==> config.mk <==
export PLATFORM = sky130hd
export DESIGN_NAME = ex_stage_flat
export DESIGN_NICKNAME = d
export VERILOG_FILES = /design/src/rtl/ex_pkg.sv /design/src/rtl/ex_if.sv /design/src/rtl/ex_mult.sv /design/src/rtl/ex_stage.sv /design/src/flat_wrapper.sv
export SDC_FILE = /design/constraint.sdc
export NUM_CORES = 1
export LEC_CHECK = 0
export CAP_MARGIN = 0
export CORE_MARGIN = 10
export CORE_UTILIZATION = 34
export DETAILED_ROUTE_END_ITERATION = 12
export GPL_TIMING_DRIVEN = 0
export HOLD_SLACK_MARGIN = 0.05
export PLACE_DENSITY = 0.57
export SLEW_MARGIN = 20
export SYNTH_ARGS = -nofsm -noshare
export SYNTH_HDL_FRONTEND = slang
export SYNTH_SLANG_ARGS = --single-unit
export TNS_END_PERCENT = 50
==> constraint.sdc <==
create_clock -name clk -period 9.4 [get_ports clk]
set_input_delay 0.94 -clock clk [delete_from_list [all_inputs] [get_ports clk]]
set_output_delay 0.94 -clock clk [all_outputs]
set_load 0.05 [all_outputs]
==> src/rtl/ex_pkg.sv <==
// ex_pkg: shared encodings for the execute stage (aluop classes, funct codes,
// internal ALU control, multiplier FSM states) and the ALU-control decoder.
package ex_pkg;

    localparam logic [1:0] ALUOP_ADD   = 2'b00;
    localparam logic [1:0] ALUOP_SUB   = 2'b01;
    localparam logic [1:0] ALUOP_RTYPE = 2'b10;
    localparam logic [1:0] ALUOP_ADDX  = 2'b11;

    localparam logic [5:0] FUNCT_ADD  = 6'h20;
    localparam logic [5:0] FUNCT_SUB  = 6'h22;
    localparam logic [5:0] FUNCT_AND  = 6'h24;
    localparam logic [5:0] FUNCT_OR   = 6'h25;
    localparam logic [5:0] FUNCT_SLT  = 6'h2A;
    localparam logic [5:0] FUNCT_MULT = 6'h18;

    typedef enum logic [2:0] {
        ALU_ADD, ALU_SUB, ALU_AND, ALU_OR, ALU_SLT, ALU_ZERO, ALU_MULT
    } alu_ctl_e;

    typedef enum logic [1:0] {S_IDLE, S_BUSY, S_DONE} ex_state_e;

    // MULT is always decoded here; builds without the multiplier treat it
    // like any unknown funct (result 0) in the ALU.
    function automatic alu_ctl_e alu_decode(input logic [1:0] aluop,
                                            input logic [5:0] funct);
        alu_ctl_e c;
        c = ALU_ADD;
        case (aluop)
            ALUOP_ADD, ALUOP_ADDX: c = ALU_ADD;
            ALUOP_SUB:             c = ALU_SUB;
            ALUOP_RTYPE: begin
                case (funct)
                    FUNCT_ADD:  c = ALU_ADD;
                    FUNCT_SUB:  c = ALU_SUB;
                    FUNCT_AND:  c = ALU_AND;
                    FUNCT_OR:   c = ALU_OR;
                    FUNCT_SLT:  c = ALU_SLT;
                    FUNCT_MULT: c = ALU_MULT;
                    default:    c = ALU_ZERO;
                endcase
            end
            default: c = ALU_ADD;
        endcase
        return c;
    endfunction

endpackage

==> src/rtl/ex_if.sv <==
// ex_if: ID/EX operands and controls in, EX/MEM results out, plus stall.
// master = upstream/downstream pipeline side, slave = ex_stage.
interface ex_if;
    logic [1:0]  wb_ctl;
    logic [2:0]  m_ctl;
    logic        regdst;
    logic        alusrc;
    logic [1:0]  aluop;
    logic [31:0] npc;
    logic [31:0] rdata1;
    logic [31:0] rdata2;
    logic [31:0] s_extend;
    logic [4:0]  instr_2016;
    logic [4:0]  instr_1511;

    logic [1:0]  wb_ctlout;
    logic [2:0]  m_ctlout;
    logic [31:0] add_result;
    logic        zero;
    logic [31:0] alu_result;
    logic [31:0] rdata2out;
    logic [4:0]  muxout;
    logic        stall;

    modport master (
        output wb_ctl, m_ctl, regdst, alusrc, aluop, npc, rdata1, rdata2,
               s_extend, instr_2016, instr_1511,
        input  wb_ctlout, m_ctlout, add_result, zero, alu_result, rdata2out,
               muxout, stall
    );

    modport slave (
        input  wb_ctl, m_ctl, regdst, alusrc, aluop, npc, rdata1, rdata2,
               s_extend, instr_2016, instr_1511,
        output wb_ctlout, m_ctlout, add_result, zero, alu_result, rdata2out,
               muxout, stall
    );
endinterface

==> src/rtl/ex_mult.sv <==
// ex_mult: iterative 32x32 shift-add multiplier, one step per cycle,
// keeping the low 32 bits of the unsigned product.
module ex_mult (
    input  logic        clk,
    input  logic        rst,
    input  logic        start,
    input  logic [31:0] a,
    input  logic [31:0] b,
    output logic        busy,
    output logic        done,
    output logic [31:0] product
);
    logic [31:0] mcand;
    logic [31:0] mplier;
    logic [4:0]  cnt;

    // done marks the cycle whose closing edge performs the 32nd step, so the
    // product is complete in the following cycle.
    assign done = busy && (cnt == 5'd31);

    // load on start, then shift-add until 32 steps are done
    always_ff @(posedge clk) begin
        if (rst) begin
            busy    <= 1'b0;
            cnt     <= '0;
            mcand   <= '0;
            mplier  <= '0;
            product <= '0;
        end else if (start) begin
            busy    <= 1'b1;
            cnt     <= '0;
            mcand   <= a;
            mplier  <= b;
            product <= '0;
        end else if (busy) begin
            if (mplier[0]) product <= product + mcand;
            mcand  <= mcand << 1;
            mplier <= mplier >> 1;
            cnt    <= cnt + 5'd1;
            if (done) busy <= 1'b0;
        end
    end
endmodule

==> src/rtl/ex_stage.sv <==
// ex_stage: MIPS execute stage. ALU, branch target and destination select,
// registered into the EX/MEM boundary. Define EX_MULT_EN to build in the
// iterative multiplier (funct 0x18) and its stall FSM.
module ex_stage
    import ex_pkg::*;
(
    input  logic clk,
    input  logic rst,
    ex_if.slave  bus
);
    logic [31:0] opb;
    logic [31:0] alu_out;
    logic [31:0] res;
    logic [31:0] br_tgt;
    logic [4:0]  dest;
    logic        bubble;
    alu_ctl_e    ctl;

    assign opb    = bus.alusrc ? bus.s_extend : bus.rdata2;
    assign dest   = bus.regdst ? bus.instr_1511 : bus.instr_2016;
    assign br_tgt = bus.npc + (bus.s_extend << 2);
    assign ctl    = alu_decode(bus.aluop, bus.s_extend[5:0]);

    // single-cycle ALU; unknown functs (and MULT here) produce 0
    always_comb begin
        alu_out = '0;
        case (ctl)
            ALU_ADD: alu_out = bus.rdata1 + opb;
            ALU_SUB: alu_out = bus.rdata1 - opb;
            ALU_AND: alu_out = bus.rdata1 & opb;
            ALU_OR:  alu_out = bus.rdata1 | opb;
            ALU_SLT: alu_out = {31'b0, $signed(bus.rdata1) < $signed(opb)};
            default: alu_out = '0;
        endcase
    end

`ifdef EX_MULT_EN
    ex_state_e   state, state_nxt;
    logic        stall_c;
    logic        mul_start;
    logic        mul_busy;
    logic        mul_done;
    logic [31:0] mul_prod;

    ex_mult u_mult (
        .clk     (clk),
        .rst     (rst),
        .start   (mul_start),
        .a       (bus.rdata1),
        .b       (bus.rdata2),
        .busy    (mul_busy),
        .done    (mul_done),
        .product (mul_prod)
    );

    // FSM state register
    always_ff @(posedge clk) begin
        if (rst) state <= S_IDLE;
        else     state <= state_nxt;
    end

    // next state, stall, bubble insertion and result select
    always_comb begin
        state_nxt = state;
        mul_start = 1'b0;
        stall_c   = 1'b0;
        bubble    = 1'b0;
        res       = alu_out;
        case (state)
            S_IDLE: begin
                if (ctl == ALU_MULT) begin
                    mul_start = 1'b1;
                    stall_c   = 1'b1;
                    bubble    = 1'b1;
                    state_nxt = S_BUSY;
                end
            end
            S_BUSY: begin
                stall_c = 1'b1;
                bubble  = 1'b1;
                if (mul_done)      state_nxt = S_DONE;
                else if (!mul_busy) state_nxt = S_IDLE;
            end
            S_DONE: begin
                // inputs still hold the MULT; capture its controls with the product
                res       = mul_prod;
                state_nxt = S_IDLE;
            end
            default: state_nxt = S_IDLE;
        endcase
    end

    assign bus.stall = stall_c & ~rst;
`else
    assign bubble    = 1'b0;
    assign res       = alu_out;
    assign bus.stall = 1'b0;
`endif

    // EX/MEM boundary: reset and bubbles clear everything, else capture
    always_ff @(posedge clk) begin
        if (rst || bubble) begin
            bus.wb_ctlout  <= '0;
            bus.m_ctlout   <= '0;
            bus.add_result <= '0;
            bus.zero       <= 1'b0;
            bus.alu_result <= '0;
            bus.rdata2out  <= '0;
            bus.muxout     <= '0;
        end else begin
            bus.wb_ctlout  <= bus.wb_ctl;
            bus.m_ctlout   <= bus.m_ctl;
            bus.add_result <= br_tgt;
            bus.zero       <= (res == 32'd0);
            bus.alu_result <= res;
            bus.rdata2out  <= bus.rdata2;
            bus.muxout     <= dest;
        end
    end
endmodule
==> src/flat_wrapper.sv <==
// flat-port wrapper written by rule: the top's interface ports become plain ports
module ex_stage_flat import ex_pkg::*;
  (clk, rst, bus_wb_ctl, bus_m_ctl, bus_regdst, bus_alusrc, bus_aluop, bus_npc, bus_rdata1, bus_rdata2, bus_s_extend, bus_instr_2016, bus_instr_1511, bus_wb_ctlout, bus_m_ctlout, bus_add_result, bus_zero, bus_alu_result, bus_rdata2out, bus_muxout, bus_stall);
  ex_if bus_i ();
  input  logic clk;
  input  logic rst;
  input wire logic [$bits(bus_i.wb_ctl)-1:0] bus_wb_ctl;
  input wire logic [$bits(bus_i.m_ctl)-1:0] bus_m_ctl;
  input wire logic [$bits(bus_i.regdst)-1:0] bus_regdst;
  input wire logic [$bits(bus_i.alusrc)-1:0] bus_alusrc;
  input wire logic [$bits(bus_i.aluop)-1:0] bus_aluop;
  input wire logic [$bits(bus_i.npc)-1:0] bus_npc;
  input wire logic [$bits(bus_i.rdata1)-1:0] bus_rdata1;
  input wire logic [$bits(bus_i.rdata2)-1:0] bus_rdata2;
  input wire logic [$bits(bus_i.s_extend)-1:0] bus_s_extend;
  input wire logic [$bits(bus_i.instr_2016)-1:0] bus_instr_2016;
  input wire logic [$bits(bus_i.instr_1511)-1:0] bus_instr_1511;
  output wire logic [$bits(bus_i.wb_ctlout)-1:0] bus_wb_ctlout;
  output wire logic [$bits(bus_i.m_ctlout)-1:0] bus_m_ctlout;
  output wire logic [$bits(bus_i.add_result)-1:0] bus_add_result;
  output wire logic [$bits(bus_i.zero)-1:0] bus_zero;
  output wire logic [$bits(bus_i.alu_result)-1:0] bus_alu_result;
  output wire logic [$bits(bus_i.rdata2out)-1:0] bus_rdata2out;
  output wire logic [$bits(bus_i.muxout)-1:0] bus_muxout;
  output wire logic [$bits(bus_i.stall)-1:0] bus_stall;
  assign bus_i.wb_ctl = bus_wb_ctl;
  assign bus_i.m_ctl = bus_m_ctl;
  assign bus_i.regdst = bus_regdst;
  assign bus_i.alusrc = bus_alusrc;
  assign bus_i.aluop = bus_aluop;
  assign bus_i.npc = bus_npc;
  assign bus_i.rdata1 = bus_rdata1;
  assign bus_i.rdata2 = bus_rdata2;
  assign bus_i.s_extend = bus_s_extend;
  assign bus_i.instr_2016 = bus_instr_2016;
  assign bus_i.instr_1511 = bus_instr_1511;
  assign bus_wb_ctlout = bus_i.wb_ctlout;
  assign bus_m_ctlout = bus_i.m_ctlout;
  assign bus_add_result = bus_i.add_result;
  assign bus_zero = bus_i.zero;
  assign bus_alu_result = bus_i.alu_result;
  assign bus_rdata2out = bus_i.rdata2out;
  assign bus_muxout = bus_i.muxout;
  assign bus_stall = bus_i.stall;
  ex_stage u_core (.clk(clk), .rst(rst), .bus(bus_i));
endmodule
## After elaboration in Yosys (flattened, before gate mapping)

Index checks and enable logic that the tools add are counted.

| operators by class | value |
|---|---|
| $add $sub $neg | 3 |
| $lt $le $gt $ge | 1 |
| equality and inequality tests | 13 |
| multiplexer cells | 5 |
| bitwise operators | 2 |
| reduce and logical (&&, ||, !) cells | 4 |

Operators with widths:

| operator | number |
|---|---|
| 32-bit case mux with 5 select lines | 1 |
| 32-bit adder | 2 |
| 32-bit bitwise AND | 1 |
| 32-bit zero test | 1 |
| 32-bit < comparator | 1 |
| 32-bit 2-to-1 mux | 1 |
| 32-bit bitwise OR | 1 |
| 32-bit subtractor | 1 |
| 6-bit equality test, second input constant | 5 |
| 3-bit case mux with 6 select lines | 1 |
| 3-bit case mux with 3 select lines | 1 |
| 3-bit by 2-bit equality test with 1-bit output, second input constant | 2 |
| 6-bit by 5-bit equality test with 1-bit output, second input constant | 1 |
| 5-bit 2-to-1 mux | 1 |
| 2-bit equality test, second input constant | 2 |
| 3-bit by 1-bit equality test with 1-bit output, second input constant | 1 |
| 3-bit equality test, second input constant | 1 |
| 3-bit zero test | 1 |
| 2-bit by 1-bit equality test with 1-bit output, second input constant | 1 |
| 2-bit zero test | 1 |
| 2-bit OR reduction | 1 |

| word-level totals | value |
|---|---|
| bits in registers | 107 |

## Longest topological paths before layout

| logic depth | value |
|---|---|
| depth after elaboration | 6 |
| gate-level depth with buffers | 18 |
| mapped depth without buffers | 16 |

## Worst setup path after synthesis

OpenSTA, ideal clock, no wires.

| timing | value |
|---|---|
| kind | input port to flip-flop |
| start point | in bus_alusrc |
| end point | reg u_core.bus.zero |
| arrival | 4780 ps |
| path slack | 4532 ps |
| cell stages on the path | 17 |
| buffers on the path | 2 |
| cells stage by stage | clkbuf_1 > buf_1 > mux2i_1 > inv_1 > ha_1 > fa_1 > o21ba_1 > o21ba_2 > o21ai_2 > o21ai_1 > a211oi_2 > nor2_1 > o311ai_0 > nand4_1 > nor4_1 > nand4_1 > nor4_2 |

| on the way | value |
|---|---|
| cells in the longest elaborated chain, start to end | 4 |

RTL lines:

| what | RTL line | text |
|---|---|---|
| from (decl) | flat_wrapper.sv:10 | `input wire logic [$bits(bus_i.alusrc)-1:0] bus_alusrc;` |
| 32-bit 2-to-1 mux (*) | ex_stage.sv:19 | `assign opb = bus.alusrc ? bus.s_extend : bus.rdata2;` |
| 32-bit subtractor (tied with other cells) | ex_stage.sv:29 | `ALU_SUB: alu_out = bus.rdata1 - opb;` |
| 32-bit case mux with 5 select lines (*) | ex_stage.sv:27 | `case (ctl)` |
| 32-bit zero test (*) | ex_stage.sv:114 | `bus.zero <= (res == 32'd0);` |
| to (signal assigned) | ex_stage.sv:114 |  |
| to (decl) | ex_if.sv:35 | `output wb_ctlout, m_ctlout, add_result, zero, alu_result, rdata2out,` |

Every way passes the cells marked *; elsewhere a longest branch is shown, timed or not.
A chain may end at the register's enable or synchronous reset.

## Worst setup path in the final report

Ends and elaborated chain as after synthesis.

==> flow_metrics.tcl <==
set metrics [dict create \
    status "finished clean" \
    cap_violations 0 \
    syn_area_um2 10030 \
    synthFlopType "dfxtp_1" \
    htreeDepth 3 \
    synth-async-reset-ratio 0 \
    core_um2 28940 \
    cp_max_fo 10 \
    initial_core_util 0.3467 \
    multiInputGateArea_um2 7227 \
    rsz0062_at_grt "false" \
    synth_edf_count 0 \
    ctsHoldBuffers 0 \
    cp-start-kind "input pin" \
    timing.fmax_mhz 164.0 \
    cts_sinks 107 \
    crit_slowest_cell "buf_1" \
    max_slew_margin 0.3015 \
    ys_types 94 \
    gp_congestion 0.9444 \
    end_kind "flop" \
    ir_drop_mv 0.09005 \
    drt-initial-drc-count 950 \
    cts_buffers 9 \
    grt_overflow 0 \
    synth_top_area_cell "dfxtp_1" \
    p_int_mw 1.128 \
    period_minus_slack_ns 6.096 \
    clk_pin_slew_worst_paths_ns 0.09 \
    synth_area_leaders "dfxtp_1 21%, ha_1 17%, nor2_1 4.8%" \
    vias 10500 \
    hp-class "input pin to flop" \
    syn_inst 1262 \
    fin_nets 1812 \
    fin_setup_tns_ns 0 \
    drtPass1Iterations 6 \
    die_y_um 191.8 \
    cts_root_buffer "clkbuf_16" \
    grt_max_degree 20 \
    seqPwrFrac 0.263 \
    die-area_um2 36770 \
    powerDensity_nw_per_um2 146.4 \
    crit_required_ns 9.69 \
    path_cells "clkbuf_1, buf_1, mux2i_1, ha_1, clkbuf_1, a21oi_1, nand2_1, nor4_1, o21ai_1, a311oi_1, xnor2_1, o221ai_1, nor4_1, nand4_1, nor4_2" \
    core.rowCount 62 \
    viasPerCell 5.482 \
    dp_hpwl_mm 35.78 \
    critPathMaxStageDelay_ns 0.79 \
    finalPower_mw 1.962 \
    crit_family "compound AO/OA/AOI/OAI gates" \
    finalHoldViolCount 0 \
    arrival_ns 6.39 \
    final_layout_size_suffix_gt1_frac 0.05356 \
    cts_tree "yes" \
    tightest_slew_ns 1.041 \
    period_share 0.6485 \
    synth_area_per_cell_um2 7.948 \
    io_buffer_count 252 \
    wl_per_cell_um 22.55 \
    drc_errors 0 \
    layout_commonest_cell "clkdlybuf4s50_1" \
    cts_setup_buffers 0 \
    seq_area_frac_synth 0.2135 \
    die_x_um 191.8 \
    syn_nets 1548 \
    track_usage 0.2260 \
    postRouteAntennaNets 0 \
    synth-seq-cells 107 \
    yosysWarnings 0 \
    worstSetupPathType "input pin to flop" \
    cts_resized 0 \
    area_growth_syn_to_layout_pct 33.63 \
    combPwrFrac 0.500 \
    p_sw_frac 0.4250 \
    switchingPower_uw 833.9 \
    p_leak_nw 5.743 \
    cts_max_path_buffers 2 \
    synth_top_area_share 0.2135 \
    power.share.clock 0.237 \
    io_pins 257 \
    grt_first_pass_wirelength_mm 63.27 \
    final-seq-area_um2 2142 \
    layout_common_cells "252 x clkdlybuf4s50_1, 134 x ha_1, 129 x nor2_1, 107 x dfxtp_1, 98 x inv_1" \
    nFillCells 2907 \
    critPathBufInv 3 \
    grt_pass1_vias 10290 \
    setup_violations 0 \
    routed_wl_mm 43.20 \
    antenna_found_initial 1 \
    drv_slew 0 \
]
==> cell type report <==
type | instances | share of cell area
Multi-Input combinational cell | 993 | 0.5392
Timing Repair Buffer | 253 | 0.1887
Sequential cell | 107 | 0.1598
Tap cell | 384 | 0.03584
Inverter | 100 | 0.02800
Buffer | 62 | 0.02175
Clock buffer | 9 | 0.01680
Clock inverter | 7 | 0.009708
Antenna cell | 1 | 0.0001867
==> path summary, 6_finish.rpt <==
| check | startpoint | to | cells past startpoint |
|---|---|---|---|
| setup / recovery | bus_alusrc | u_core.bus.zero$_SDFF_PP0_ | 15 |
| hold / removal | bus_regdst | u_core.bus.muxout[2]$_SDFF_PP0_ | 3 |
==> power groups by stage <==
stage	sequential [mW]	combinational, mW	clock, mW
after floorplan	0.702	0.451	0
after global placement	0.526	0.971	0
after detailed placement	0.527	0.970	0
after CTS	0.517	0.976	0.479
after global routing	0.521	1.05	0.492
final	0.516	0.982	0.464
==> registers in the layout (all words and copies together), names as in the netlist <==
register / count
u_core.bus.add_result: 32
u_core.bus.alu_result: 32
u_core.bus.rdata2out: 32
u_core.bus.muxout: 5
u_core.bus.m_ctlout: 3
u_core.bus.wb_ctlout: 2
u_core.bus.zero: 1
==> stage by stage <==
step           worst slack [ns]  area (µm²)    util  hold slack (ns)  cells
6_report                  3.304       13400  0.4632            1.038   1916
5_1_grt                   2.882       13400  0.4632            1.075   1915
4_1_cts                   3.326       13400  0.4632            1.043   1915
3_5_place_dp              2.953       13050  0.4509            1.431   1899
3_3_place_gp              2.930       13030  0.4504            1.416   1898
2_1_floorplan             4.532       10030       -            1.068   1262
==> per-layer routing <==
layer | part of all wire | wire [µm] | up-vias | global-route usage
li1 | - | - | 5063 | -
met4 | 0.030 | 1301 | 0 | 0.07933
met1 | 0.43 | 18480 | 4914 | 0.2927
met5 | 0 | 0 | - | 0
met3 | 0.086 | 3700 | 68 | 0.03682
met2 | 0.46 | 19720 | 459 | 0.3715
==> logic make-up after synthesis <==
kind of cell | Yosys count | synth area share
DFF | 107 | 0.2135
and+or+nand+nor | 398 | 0.1990
xor gates and xnor gates | 31 | 0.02707
AOI/OAI and AO/OA | 385 | 0.2795
muxes | 41 | 0.04091
buffers and inverters | 162 | 0.06648
other | 1 | 0.0003738
adders and majority gates | 137 | 0.1731
==> cell usage after synthesis, types with 14 or more instances <==
master / count
inv_1: 98
a21o_1: 26
nor3_1: 34
xor2_1: 14
mux2i_1: 41
o21bai_1: 14
o211ai_1: 20
o21ai_0: 46
a211oi_1: 24
ha_1: 134
o31ai_1: 14
xnor2_1: 17
clkbuf_1: 37
nor2_1: 129
o21a_1: 16
nand3_1: 22
nor2b_1: 63
dfxtp_1: 107
nand2_1: 70
a21oi_1: 96
Power figures use the tool's default switching activity.
